File: src/rtl/pragmatic_term_scheduler_if.sv
// Input handshake bus of pragmatic_term_scheduler: one weight/activation vector per transfer.
// The producer uses the master modport and the scheduler uses the slave modport.
interface pragmatic_term_scheduler_if #(
    parameter int VEC_LENGTH = 8,
    parameter int DATA_WIDTH = 8
);
    logic                                  in_valid;
    logic                                  in_ready;
    logic                                  first_in;
    logic [VEC_LENGTH-1:0][DATA_WIDTH-1:0] weight_in;
    logic [VEC_LENGTH-1:0][DATA_WIDTH-1:0] act_in;

    modport master (output in_valid, first_in, weight_in, act_in, input in_ready);
    modport slave  (input in_valid, first_in, weight_in, act_in, output in_ready);
endinterface

File: src/rtl/pragmatic_term_scheduler.sv
// Essential-bit scheduler for one Pragmatic MAC: issues one power-of-two weight term per lane per cycle.
// Optional statistics counters are built only when PRAGMATIC_SCHED_STATS_EN is defined.
module pragmatic_term_scheduler #(
    parameter int VEC_LENGTH = 8,
    parameter int DATA_WIDTH = 8,
    parameter int STAT_WIDTH = 32
) (
    input  logic                                  clk,
    input  logic                                  reset,
    pragmatic_term_scheduler_if.slave             in_if,
    output logic                                  mac_en,
    output logic                                  mac_load_accum,
    output logic [VEC_LENGTH-1:0][DATA_WIDTH-1:0] mac_act,
    output logic [VEC_LENGTH-1:0][1:0]            mac_sh1_sel,
    output logic [VEC_LENGTH-1:0]                 mac_sh1_en,
    output logic [VEC_LENGTH-1:0]                 mac_is_neg,
    output logic [2:0]                            mac_sh2_sel,
    output logic                                  mac_sh2_en,
    output logic                                  result_valid,
    output logic [STAT_WIDTH-1:0]                 stat_run_cyc,
    output logic [STAT_WIDTH-1:0]                 stat_terms
);

    localparam logic [1:0] S_IDLE  = 2'd0;
    localparam logic [1:0] S_RUN   = 2'd1;
    localparam logic [1:0] S_DRAIN = 2'd2;
    localparam logic [1:0] S_DONE  = 2'd3;

    logic [1:0]                            r_state;
    logic [VEC_LENGTH-1:0][DATA_WIDTH-1:0] r_mask;
    logic [VEC_LENGTH-1:0]                 r_sign;
    logic                                  r_first;
    logic                                  r_first_step;

    logic [VEC_LENGTH-1:0][DATA_WIDTH-1:0] w_abs;
    logic [VEC_LENGTH-1:0][DATA_WIDTH-1:0] w_mask_next;
    logic [DATA_WIDTH-1:0]                 w_union;
    logic [2:0]                            w_base;
    logic                                  w_any;
    logic                                  w_run;
    logic [VEC_LENGTH-1:0][3:0]            w_win;
    logic [VEC_LENGTH-1:0][1:0]            w_sel;
    logic [VEC_LENGTH-1:0][2:0]            w_bit;
    logic [VEC_LENGTH-1:0]                 w_lane_en;

    // Magnitude as unsigned 8-bit: -128 wraps to 8'h80, which is exactly one term.
    always_comb begin
        for (int j = 0; j < VEC_LENGTH; j++) begin
            w_abs[j] = in_if.weight_in[j][DATA_WIDTH-1] ? (~in_if.weight_in[j] + 1'b1)
                                                         : in_if.weight_in[j];
        end
    end

    // NOTE: every signal written in always_comb gets a default first, otherwise a latch is inferred.
    always_comb begin
        w_union = '0;
        for (int j = 0; j < VEC_LENGTH; j++) begin
            w_union = w_union | r_mask[j];
        end
        w_base = '0;
        for (int i = DATA_WIDTH - 1; i >= 0; i--) begin
            if (w_union[i]) w_base = 3'(i);
        end
        w_any = |w_union;
    end

    // Each lane takes its lowest set bit inside the 4-bit window starting at the shared base.
    always_comb begin
        w_mask_next = r_mask;
        w_lane_en   = '0;
        w_win       = '0;
        w_sel       = '0;
        w_bit       = '0;
        for (int j = 0; j < VEC_LENGTH; j++) begin
            w_win[j] = 4'(r_mask[j] >> w_base);
            for (int k = 3; k >= 0; k--) begin
                if (w_win[j][k]) w_sel[j] = 2'(k);
            end
            w_bit[j] = w_base + {1'b0, w_sel[j]};
            if (w_win[j] != 4'd0) begin
                w_lane_en[j]   = 1'b1;
                w_mask_next[j] = r_mask[j] & ~(DATA_WIDTH'(1) << w_bit[j]);
            end
        end
    end

    assign w_run           = (r_state == S_RUN);
    assign in_if.in_ready  = (r_state == S_IDLE);
    assign mac_en          = w_run || (r_state == S_DRAIN);
    assign mac_sh2_en      = w_run && w_any;
    assign mac_sh2_sel     = w_run ? w_base : 3'd0;
    assign mac_sh1_en      = w_run ? w_lane_en : '0;
    assign mac_sh1_sel     = w_run ? w_sel : '0;
    assign mac_is_neg      = w_run ? (w_lane_en & r_sign) : '0;
    assign mac_load_accum  = w_run && r_first_step && r_first;
    assign result_valid    = (r_state == S_DONE);

    // NOTE: sequential state uses non-blocking assignments so every flop samples pre-edge values.
    always_ff @(posedge clk) begin
        if (reset) begin
            r_state      <= S_IDLE;
            r_mask       <= '0;
            r_sign       <= '0;
            r_first      <= 1'b0;
            r_first_step <= 1'b0;
            mac_act      <= '0;
        end else begin
            case (r_state)
                S_IDLE: begin
                    if (in_if.in_valid) begin
                        r_mask       <= w_abs;
                        for (int j = 0; j < VEC_LENGTH; j++) begin
                            r_sign[j] <= in_if.weight_in[j][DATA_WIDTH-1];
                        end
                        mac_act      <= in_if.act_in;
                        r_first      <= in_if.first_in;
                        r_first_step <= 1'b1;
                        r_state      <= S_RUN;
                    end
                end
                S_RUN: begin
                    r_mask       <= w_mask_next;
                    r_first_step <= 1'b0;
                    if (w_mask_next == '0) r_state <= S_DRAIN;
                end
                S_DRAIN: r_state <= S_DONE;
                default: r_state <= S_IDLE;
            endcase
        end
    end

`ifdef PRAGMATIC_SCHED_STATS_EN
    logic [$clog2(VEC_LENGTH+1)-1:0] w_popcnt;
    logic [STAT_WIDTH-1:0]           r_stat_run_cyc;
    logic [STAT_WIDTH-1:0]           r_stat_terms;

    always_comb begin
        w_popcnt = '0;
        for (int j = 0; j < VEC_LENGTH; j++) begin
            w_popcnt = w_popcnt + $bits(w_popcnt)'(mac_sh1_en[j]);
        end
    end

    always_ff @(posedge clk) begin
        if (reset) begin
            r_stat_run_cyc <= '0;
            r_stat_terms   <= '0;
        end else if (w_run) begin
            r_stat_run_cyc <= r_stat_run_cyc + 1'b1;
            r_stat_terms   <= r_stat_terms + STAT_WIDTH'(w_popcnt);
        end
    end

    assign stat_run_cyc = r_stat_run_cyc;
    assign stat_terms   = r_stat_terms;
`else
    assign stat_run_cyc = '0;
    assign stat_terms   = '0;
`endif

endmodule

File: src/flat_wrapper.sv
// flat-port wrapper written by rule: the top's interface ports become plain ports
module pragmatic_term_scheduler_flat 
#(
    parameter int VEC_LENGTH = 8,
    parameter int DATA_WIDTH = 8,
    parameter int STAT_WIDTH = 32
)
  (clk, reset, mac_en, mac_load_accum, mac_act, mac_sh1_sel, mac_sh1_en, mac_is_neg, mac_sh2_sel, mac_sh2_en, result_valid, stat_run_cyc, stat_terms, in_if_in_valid, in_if_first_in, in_if_weight_in, in_if_act_in, in_if_in_ready);
  pragmatic_term_scheduler_if #(.VEC_LENGTH(VEC_LENGTH), .DATA_WIDTH(DATA_WIDTH)) in_if_i ();
  input  logic clk;
  input  logic reset;
  output logic mac_en;
  output logic mac_load_accum;
  output logic [VEC_LENGTH-1:0][DATA_WIDTH-1:0] mac_act;
  output logic [VEC_LENGTH-1:0][1:0] mac_sh1_sel;
  output logic [VEC_LENGTH-1:0] mac_sh1_en;
  output logic [VEC_LENGTH-1:0] mac_is_neg;
  output logic [2:0] mac_sh2_sel;
  output logic mac_sh2_en;
  output logic result_valid;
  output logic [STAT_WIDTH-1:0] stat_run_cyc;
  output logic [STAT_WIDTH-1:0] stat_terms;
  input wire logic [$bits(in_if_i.in_valid)-1:0] in_if_in_valid;
  input wire logic [$bits(in_if_i.first_in)-1:0] in_if_first_in;
  input wire logic [$bits(in_if_i.weight_in)-1:0] in_if_weight_in;
  input wire logic [$bits(in_if_i.act_in)-1:0] in_if_act_in;
  output wire logic [$bits(in_if_i.in_ready)-1:0] in_if_in_ready;
  assign in_if_i.in_valid = in_if_in_valid;
  assign in_if_i.first_in = in_if_first_in;
  assign in_if_i.weight_in = in_if_weight_in;
  assign in_if_i.act_in = in_if_act_in;
  assign in_if_in_ready = in_if_i.in_ready;
  pragmatic_term_scheduler #(.VEC_LENGTH(VEC_LENGTH), .DATA_WIDTH(DATA_WIDTH), .STAT_WIDTH(STAT_WIDTH)) u_core (.clk(clk), .reset(reset), .in_if(in_if_i), .mac_en(mac_en), .mac_load_accum(mac_load_accum), .mac_act(mac_act), .mac_sh1_sel(mac_sh1_sel), .mac_sh1_en(mac_sh1_en), .mac_is_neg(mac_is_neg), .mac_sh2_sel(mac_sh2_sel), .mac_sh2_en(mac_sh2_en), .result_valid(result_valid), .stat_run_cyc(stat_run_cyc), .stat_terms(stat_terms));
endmodule
File: config.mk
export PLATFORM = sky130hd
export DESIGN_NAME = pragmatic_term_scheduler_flat
export DESIGN_NICKNAME = d
export VERILOG_FILES = /design/src/rtl/pragmatic_term_scheduler_if.sv /design/src/rtl/pragmatic_term_scheduler.sv /design/src/flat_wrapper.sv
export SDC_FILE = /design/constraint.sdc
export NUM_CORES = 1
export LEC_CHECK = 0
export CAP_MARGIN = 20
export CELL_PAD_IN_SITES_DETAIL_PLACEMENT = 2
export CELL_PAD_IN_SITES_GLOBAL_PLACEMENT = 2
export CORE_MARGIN = 4
export CORE_UTILIZATION = 25
export CTS_CLUSTER_DIAMETER = 80
export CTS_CLUSTER_SIZE = 25
export DETAILED_ROUTE_END_ITERATION = 16
export GPL_TIMING_DRIVEN = 0
export HOLD_SLACK_MARGIN = 0.1
export PLACE_DENSITY = 0.76
export SETUP_SLACK_MARGIN = 0.2
export SLEW_MARGIN = 20
export SYNTH_ARGS = -nofsm -noshare
export SYNTH_HDL_FRONTEND = slang
export SYNTH_SLANG_ARGS = --single-unit
File: constraint.sdc
create_clock -name clk -period 4.82 [get_ports clk]
set_input_delay 0.723 -clock clk [delete_from_list [all_inputs] [get_ports clk]]
set_output_delay 0.723 -clock clk [all_outputs]
set_load 0.01 [all_outputs]
==> results of run 1 <==
==> metal layers <==
| metal | vias to the layer above | track usage [%] | routed length (um) |
|---|---|---|---|
| met5 | - | 0 | 0 |
| met4 | 0 | 8.13 | 3110 |
| met3 | 197 | 5.88 | 6350 |
| met2 | 738 | 45.6 | 35300 |
| met1 | 7588 | 33.5 | 28600 |
| li1 | 6581 | - | - |
==> worst reg2reg max path, stage by stage (launching register included) <==
cell	delay (ps)
dfxtp_1	440
nor4_4	410
nand4_1	290
o211a_4	360
o21ai_4	220
inv_4	100
buf_12	160
buf_4	140
mux2i_1	160
a211oi_4	340
a21oi_2	80
nor2_2	170
ha_1	180
inv_1	70
fa_2	440
xor2_1	470
nand2_1	100
o21ai_0	200
o211ai_1	170
nor4_4	430
and4_4	320
and2_4	170
o311ai_4	90
==> cells in the final DEF (no fill, tap or decap), drive strengths merged, types with 7 or more instances in the layout <==
master         instances
nand2                283
buf                  281
clkdlybuf4s50        200
a21oi                196
dfxtp                140
nor2                 111
o21ai                 91
clkbuf                91
conb                  64
inv                   54
xnor2                 45
nor4                  31
nor3                  28
nand2b                28
a22oi                 27
a31oi                 25
o31ai                 24
nand3                 23
o211ai                22
and2                  22
ha                    21
o22ai                 19
nand4                 15
or4                   15
a211oi                14
mux2i                 13
dlymetal6s2s          11
o221ai                11
o21a                  11
or2                   11
and3                   9
nor2b                  9
nor4b                  8
fa                     8
or3                    7
==> kinds of logic after synthesis <==
| family | Yosys count | synth area share [%] |
|---|---|---|
| DFF | 140 | 24.7 |
| buffers and inverters | 227 | 10.1 |
| adders and majority gates | 29 | 3.72 |
| muxes | 19 | 1.74 |
| AOI/OAI and AO/OA | 519 | 29.8 |
| other | 1 | 0.0330 |
| xor gates and xnor gates | 50 | 3.92 |
| and+or+nand+nor | 610 | 26.0 |
==> how the worst max path moves through the flow <==
stage	endpoint	start	slack, ps
floorplan	u_core.r_state[1]	u_core.r_mask[22]	20
global placement	u_core.r_state[1]	u_core.r_mask[2]	-2250
detailed placement	u_core.r_state[0]	u_core.r_mask[17]	-2180
CTS	u_core.r_state[0]	u_core.r_mask[47]	-620
global route	u_core.r_state[1]	u_core.r_mask[51]	-940
finish	u_core.r_state[1]	u_core.r_mask[29]	-820
==> area by class of cell <==
type                            instances  share of cell area [%]
Buffer                                175                    7.00
Multi-Input combinational cell       1291                    48.5
Tap cell                              592                    4.07
Sequential cell                       140                    15.7
Clock buffer                           18                    2.36
Inverter                               52                    1.09
Timing Repair Buffer                  398                    20.4
Clock inverter                         13                   0.928
==> per-stage QoR <==
step | utilization (%) | hold slack, ps | std cells | setup WS, ps | instance area (sq um)
after floorplan | - | 432 | 1658 | 17.5 | 11700
after global placement | 33.1 | 440 | 2477 | -2250 | 14700
after detailed placement | 33.2 | 449 | 2479 | -2180 | 14800
after CTS | 37.4 | 459 | 2582 | -618 | 16700
after global routing | 40.9 | 472 | 2679 | -943 | 18200
final | 40.9 | 457 | 2679 | -821 | 18200
==> flip-flops by register name (all words and copies together), names as in the netlist <==
signal               cells
u_core.r_first_step      1
u_core.r_state           2
u_core.r_mask           64
u_core.r_sign            8
u_core.mac_act          64
u_core.r_first           1
==> what timing repair did <==
| item | CTS | global route |
|---|---|---|
| gates resized for setup | 222 | 227 |
| endpoints found under the hold margin | 0 | 0 |
| setup buffers | 72 | 93 |
| pin swaps | 57 | 81 |
| endpoints found under the setup margin | 101 | 97 |
| gates cloned | 0 | 4 |
==> results.yml, run 1 <==
floorplan:
  die_h_um: 221
  design.core.area_sq_um: 44500
  dieArea_sq_um: 48900
  io_pins: 300
  num_rows: 77
  die_w_um: 221
  initial_utilization_pct: 25.5
status:
  violations: "negative setup slack"
  status: "complete, but fails checks"
setup_path:
  critPathMaxStageDelay_ps: 460
  critPathMaxFanout: 5
  crit_type: "flop to flop"
  path_depth: 22
  rr_endpoint: "u_core.r_state[1]"
  rrSetupSlack_ps: -820
  worstPathRequired_ps: 5110
  worstSetupEndpointType: "flop"
  path_cells: "nor4_4 > nand4_1 > o211a_4 > o21ai_4 > inv_4 > buf_12 > buf_4 > mux2i_1 > a211oi_4 > a21oi_2 > nor2_2 > ha_1 > inv_1 > fa_2 > xor2_1 > nand2_1 > o21ai_0 > o211ai_1 > nor4_4 > and4_4 > and2_4 > o311ai_4"
  cp.buffers_inverters: 4
  critPathMostFrequentCell: "nor4_4"
  worst_setup_path_start_kind: "flop"
  crit_slowest_cell: "xor2_1"
  crit_arrival_ps: 5940
  ff2ff_path_depth: 22
  critical-path-top-delay-family: "simple AND/OR/NAND/NOR gates"
  reg2reg_from: "u_core.r_mask[29]"
timing:
  fmax_mhz: 177
  rsz0062_at_grt: "true"
  setup_tns_ps: -4000
  relSlewSlack_pct: 29.0
  finalSetupViolCount: 16
  fin_worst_skew_ps: 8.79
  worst_slack_ps: -821
  fin_crit_ps: 5640
  hold_viol: 0
  tightest_slew_ps: 1050
  period_share_pct: 117
  slew_viol_final: 0
synth:
  synthArstFlopShare_pct: 0
  yosysMostFrequentCell: "nand2_1"
  synth_edf_count: 0
  synth-seq-area-share_pct: 24.7
  ys_warn_count: 0
  synth_commonest_cells: "nand2_1, a21oi_1, dfxtp_1"
  ys_ff_latch: 140
  synth_area_sq_um: 11400
  synth_area_leaders: "dfxtp_1, nand2_1, a21oi_1, buf_4, o21ai_0"
  avgSynthCellArea_sq_um: 7.12
  syn-instance-count: 1595
  yosysUniqueCellTypes: 96
  ys.flop_type: "dfxtp_1"
  yosysTopAreaCell: "dfxtp_1"
  post-synth-top-area-fraction_pct: 24.7
place:
  portBuffers: 227
  place.gp.congestion: 0.995
  dp_hpwl_um: 50900
layout:
  seqCellArea_sq_um: 2850
  area_growth_pct: 60.4
  drive_above_1_share_pct: 27.7
  final_nets: 2236
  num-fill-cells: 5030
  multi_input_area_sq_um: 8830
  antenna_cells: 0
global_routing:
  grt_overflow_total: 0
  grt_pass1_wl_um: 102000
  grt_pass1_vias: 15500
  grt_max_degree: 18
  antenna_found_initial: 0
  grt_usage_pct: 26.6
clock_tree:
  cts_buffers: 17
  cts_sinks: 140
  path_clk_slew_ps: 60
  root_buffer: "clkbuf_16"
  clkLatencyLatePin_ps: 430
  htree_levels: 4
  clk_path_buf_depth: 2
  hold_buffers: 0
  tritoncts: "done"
routing:
  drtIter0Drc: 1365
  wl_per_cell_um: 27.4
  drc_errors: 0
  dr.pass1.iters: 9
  vias: 15100
  routed_wl_um: 73400
  viasPerCell: 5.64
  ant_nets: 0
min_path:
  min_to: "u_core.mac_act[44]"
  hold_path_class: "flop to flop"
  min_path_cells: 2
  min_from: "u_core.mac_act[44]"
job:
  maxCapViolCount: 0
Power of run 1 is not shown: default switching activity piles up to over one toggle a cycle in this logic, so the estimate is an artifact.
==> inputs of run 2 (changes only) <==
Settings changed: SETUP_SLACK_MARGIN 0.2 to 0.15.
==> results.yml, run 2 (synthesis results as in run 1) <==
status:
  status: "complete, but fails checks"
  violations: "negative setup slack"
min_path:
  min_to: "u_core.mac_act[44]"
  min_path_cells: 2
  min_from: "u_core.mac_act[44]"
  hold_path_class: "flop to flop"
setup_path:
  critPathMaxFanout: 7
  reg2reg_from: "u_core.r_mask[55]"
  crit_arrival_ps: 5900
  ff2ff_path_depth: 21
  crit_slowest_cell: "or4_4"
  worstPathRequired_ps: 5120
  critPathMaxStageDelay_ps: 630
  worst_setup_path_start_kind: "flop"
  worstSetupEndpointType: "flop"
  path_cells: "or4_4 > or4_4 > o311ai_4 > buf_4 > buf_6 > a22oi_1 > nor2_1 > a311o_1 > a21oi_1 > nor2_1 > ha_1 > inv_1 > fa_2 > xnor2_4 > nor2b_4 > a31oi_1 > o32a_1 > nor4_4 > and4_4 > and2_4 > o211ai_1"
  crit_type: "flop to flop"
  rr_endpoint: "u_core.r_state[0]"
  rrSetupSlack_ps: -780
routing:
  routed_wl_um: 72300
  wl_per_cell_um: 27.3
  viasPerCell: 5.66
  dr.pass1.iters: 5
  ant_nets: 0
  vias: 15000
  drtIter0Drc: 1325
  drc_errors: 0
timing:
  rsz0062_at_grt: "true"
  hold_viol: 0
  worst_slack_ps: -784
  relSlewSlack_pct: 30.3
  fmax_mhz: 178
  period_share_pct: 116
  finalSetupViolCount: 8
  fin_crit_ps: 5600
  slew_viol_final: 0
  fin_worst_skew_ps: 9.37
  tightest_slew_ps: 1040
clock_tree:
  htree_levels: 4
  hold_buffers: 0
  path_clk_slew_ps: 60
  root_buffer: "clkbuf_16"
  clkLatencyLatePin_ps: 430
  tritoncts: "done"
  cts_sinks: 140
  cts_buffers: 17
  clk_path_buf_depth: 2
floorplan:
  num_rows: 77
  die_h_um: 221
  initial_utilization_pct: 25.5
  io_pins: 300
  die_w_um: 221
  design.core.area_sq_um: 44500
  dieArea_sq_um: 48900
layout:
  reg_top3: "u_core.mac_act x64, u_core.r_mask x64, u_core.r_sign x8"
  final_nets: 2202
  layout_commonest_cell: "nand2_1"
  final_cell_mix: "nand2_1, clkdlybuf4s50_1, buf_4"
  finalCoreUtilization_pct: 39.8
  num-fill-cells: 5082
  area_growth_pct: 56.2
  drive_above_1_share_pct: 25.5
global_routing:
  grt_max_degree: 18
  antenna_found_initial: 0
  grt_pass1_wl_um: 102000
  grt_usage_pct: 26.7
  grt_pass1_vias: 15600
  grt_overflow_total: 0
place:
  place.gp.congestion: 0.995
  portBuffers: 227
  dp_hpwl_um: 50900
  dp_worst_setup_slack_ps: -2180
job:
  maxCapViolCount: 0
-- run 2: changes by cell type in the layout (fill, tap and decap cells not counted), moves of 4 or more --
cell | previous run | this run
dfxtp_2 | 20 | 24
a21oi_2 | 12 | 7
a21oi_1 | 181 | 187
dfxtp_4 | 6 | 2
buf_6 | 35 | 22
buf_4 | 219 | 198
-- run 2: routing by layer --
layer / vias up / share of wire (%) / global-route usage, %
met1: 7520 / 39 / 33.4
met3: 168 / 8.8 / 5.96
li1: 6506 / - / -
met5: - / 0 / 0
met2: 773 / 48 / 45.9
met4: 0 / 4.0 / 8.07
-- run 2: worst max-delay path: cells and delay by family (launching register included) --
kind	cells	cell delay, ps
adder cells (fa/ha/maj)	2	540
AND/OR/NAND/NOR	8	2670
AO/OA/AOI/OAI	7	1210
buffers and inverters	3	340
flip-flops	1	410
XOR/XNOR	1	290
-- run 2: final cells by class --
type | instances | area [sq um] | area share [%]
Timing Repair Buffer | 365 | 3400 | 19.2
Clock inverter | 13 | 169 | 0.952
Tap cell | 592 | 741 | 4.18
Buffer | 174 | 1240 | 7.02
Multi-Input combinational cell | 1291 | 8710 | 49.1
Inverter | 52 | 198 | 1.11
Antenna cell | 1 | 2.50 | 0.0141
Clock buffer | 18 | 429 | 2.42
Sequential cell | 140 | 2840 | 16.0
-- run 2: worst max-delay path by stage --
stage / from / endpoint / slack [ps] / cells after the start
after detailed placement: u_core.r_mask[17] / u_core.r_state[0] / -2180 / 21
after floorplan: u_core.r_mask[22] / u_core.r_state[1] / 20 / 26
final: u_core.r_mask[55] / u_core.r_state[0] / -780 / 21
after global routing: u_core.r_mask[14] / u_core.r_state[0] / -880 / 22
after global placement: u_core.r_mask[2] / u_core.r_state[1] / -2250 / 15
after CTS: u_core.r_mask[47] / u_core.r_state[0] / -620 / 23
-- run 2: repair_timing --
item,4_1_cts,5_1_grt
pin swaps,52,55
buffers inserted,72,63
hold endpoints to repair,0,0
endpoints found under the setup margin,100,89
resized for setup,206,180
gates cloned,0,1
-- run 2: through the flow --
step / TNS, ps / hold slack (ps) / instance area, sq um / instances
after floorplan: 0 / 432 / 11700 / 1658
after CTS: -2560 / 458 / 16600 / 2582
after global placement: -66250 / 440 / 14700 / 2477
final: -2740 / 457 / 17700 / 2646
after global routing: -3730 / 472 / 17700 / 2645
after detailed placement: -60130 / 449 / 14800 / 2479
Power of run 2 is left out for the same reason.
==> inputs of run 3 (changes only) <==
Settings changed: TNS_END_PERCENT set to 10.
==> results.yml, run 3 (synthesis results as in run 1) <==
place:
  portBuffers: 227
  dp_hpwl_um: 50100
  place.gp.congestion: 0.998
  placed_area_sq_um: 14700
timing:
  relSlewSlack_pct: 18.6
  finalSetupViolCount: 5
  period_share_pct: 119
  whs_ps: 451
  fin_worst_skew_ps: 13.4
  slew_viol_final: 0
  fin_crit_ps: 5750
  worst_slack_ps: -927
  rsz0062_at_grt: "true"
  hold_viol: 0
  tightest_slew_ps: 1210
  fmax_mhz: 174
routing:
  routed_wl_um: 69700
  viasPerCell: 5.63
  wl_per_cell_um: 26.5
  ant_nets: 0
  drtIter0Drc: 1235
  dr.pass1.iters: 5
  vias: 14800
  drc_errors: 0
setup_path:
  crit_arrival_ps: 6060
  worstSetupEndpointType: "flop"
  crit_type: "flop to flop"
  critPathMaxFanout: 7
  worst_setup_path_start_kind: "flop"
  worstPathRequired_ps: 5130
clock_tree:
  clk_path_buf_depth: 2
  cts_sinks: 140
  root_buffer: "clkbuf_16"
  path_clk_slew_ps: 60
  cts_buffers: 17
  tritoncts: "done"
  clkLatencyLatePin_ps: 450
  htree_levels: 4
job:
  maxCapViolCount: 0
global_routing:
  grt_pass1_wl_um: 101000
  grt_usage_pct: 26.5
  grt_max_degree: 17
  grt_overflow_total: 0
  antenna_found_initial: 1
  grt_pass1_vias: 15800
floorplan:
  die_w_um: 221
  design.core.area_sq_um: 44500
  num_rows: 77
  die_h_um: 221
  dieArea_sq_um: 48900
  io_pins: 300
  initial_utilization_pct: 25.5
layout:
  layout_commonest_cell: "nand2_1"
  final_area_sq_um: 17600
  num-fill-cells: 5119
  antenna_cells: 0
  reg_top3: "u_core.mac_act x64, u_core.r_mask x64, u_core.r_sign x8"
  final_cell_mix: "nand2_1, clkdlybuf4s50_1, a21oi_1"
  area_growth_pct: 55.0
  drive_above_1_share_pct: 25.1
  final_nets: 2185
status:
  status: "complete, but fails checks"
  violations: "negative setup slack"
min_path:
  hold_path_class: "flop to flop"
## run 3: cell count changes in the layout (fill, tap and decap cells not counted), sizes merged
cell	before	now
buf	246	227
bufinv	3	2
clkbuf	89	96
clkdlybuf4s15	1	2
clkdlybuf4s50	200	202
clkinv	4	5
diode	1	0
dlygate4sd2	7	3
dlymetal6s2s	14	11
inv	54	53
## run 3: layout make-up
| cell class | count | area, sq um | area share [%] |
|---|---|---|---|
| repair buffers | 347 | 3260 | 18.5 |
| well taps | 592 | 741 | 4.21 |
| plain buffers | 175 | 1240 | 7.07 |
| flip-flops and latches | 140 | 2840 | 16.1 |
| multi-input cells | 1291 | 8760 | 49.8 |
| clock buffers | 19 | 433 | 2.46 |
| inverters | 52 | 198 | 1.12 |
| clock inverters | 12 | 124 | 0.704 |
## run 3: final timing paths
path	start	to	slack (ps)	cells after the start
setup / recovery	u_core.r_mask[35]	u_core.r_state[1]	-930	25
hold / removal	u_core.mac_act[47]	u_core.mac_act[47]	450	2
setup reg to reg	u_core.r_mask[35]	u_core.r_state[1]	-930	25
hold reg to reg	u_core.mac_act[47]	u_core.mac_act[47]	450	2
## run 3: what timing repair did
item                       CTS  global route
setup buffers               87            31
pin swaps                   50            63
gates resized for setup    234           161
setup endpoints to repair  101            90
cloned                       1             0
hold buffers                 0             0
## run 3: stage by stage
stage / utilization, % / setup TNS, ps / cells / worst slack (ps)
6_report: 39.5 / -2080 / 2628 / -927
5_1_grt: 39.5 / -2990 / 2628 / -994
4_1_cts: 38.0 / -1760 / 2597 / -597
3_5_place_dp: 33.1 / -44290 / 2478 / -2180
3_3_place_gp: 33.1 / -51230 / 2477 / -2290
2_1_floorplan: - / 0 / 1658 / 17.5
## run 3: metal layers
metal | routed length [um] | part of all wire, % | vias to the layer above | global-route usage, %
li1 | - | - | 6478 | -
met4 | 2640 | 3.8 | 2 | 10.6
met3 | 5660 | 8.1 | 173 | 5.55
met5 | 9 | 0.013 | - | 0
met1 | 28200 | 40 | 7418 | 33.0
met2 | 33200 | 48 | 724 | 45.0
## run 3: critical path: stages (launching register included)
cell       delay, ps
dfxtp_2          400
nor4_4           280
buf_4            190
nand4_1          160
o211a_4          340
o21ai_4          180
inv_4             70
buf_12           140
buf_12           120
buf_12           130
buf_12           120
o21bai_1         120
a32oi_1           90
o211a_1          260
nor2_2           130
ha_2             190
inv_2             40
fa_2             650
nor2b_4          240
o2111ai_2        110
o211ai_1         150
nand4_1          350
nor4_4           520
and4_4           350
and2_4           170
o311ai_4          80
Power of run 3 is left out for the same reason.
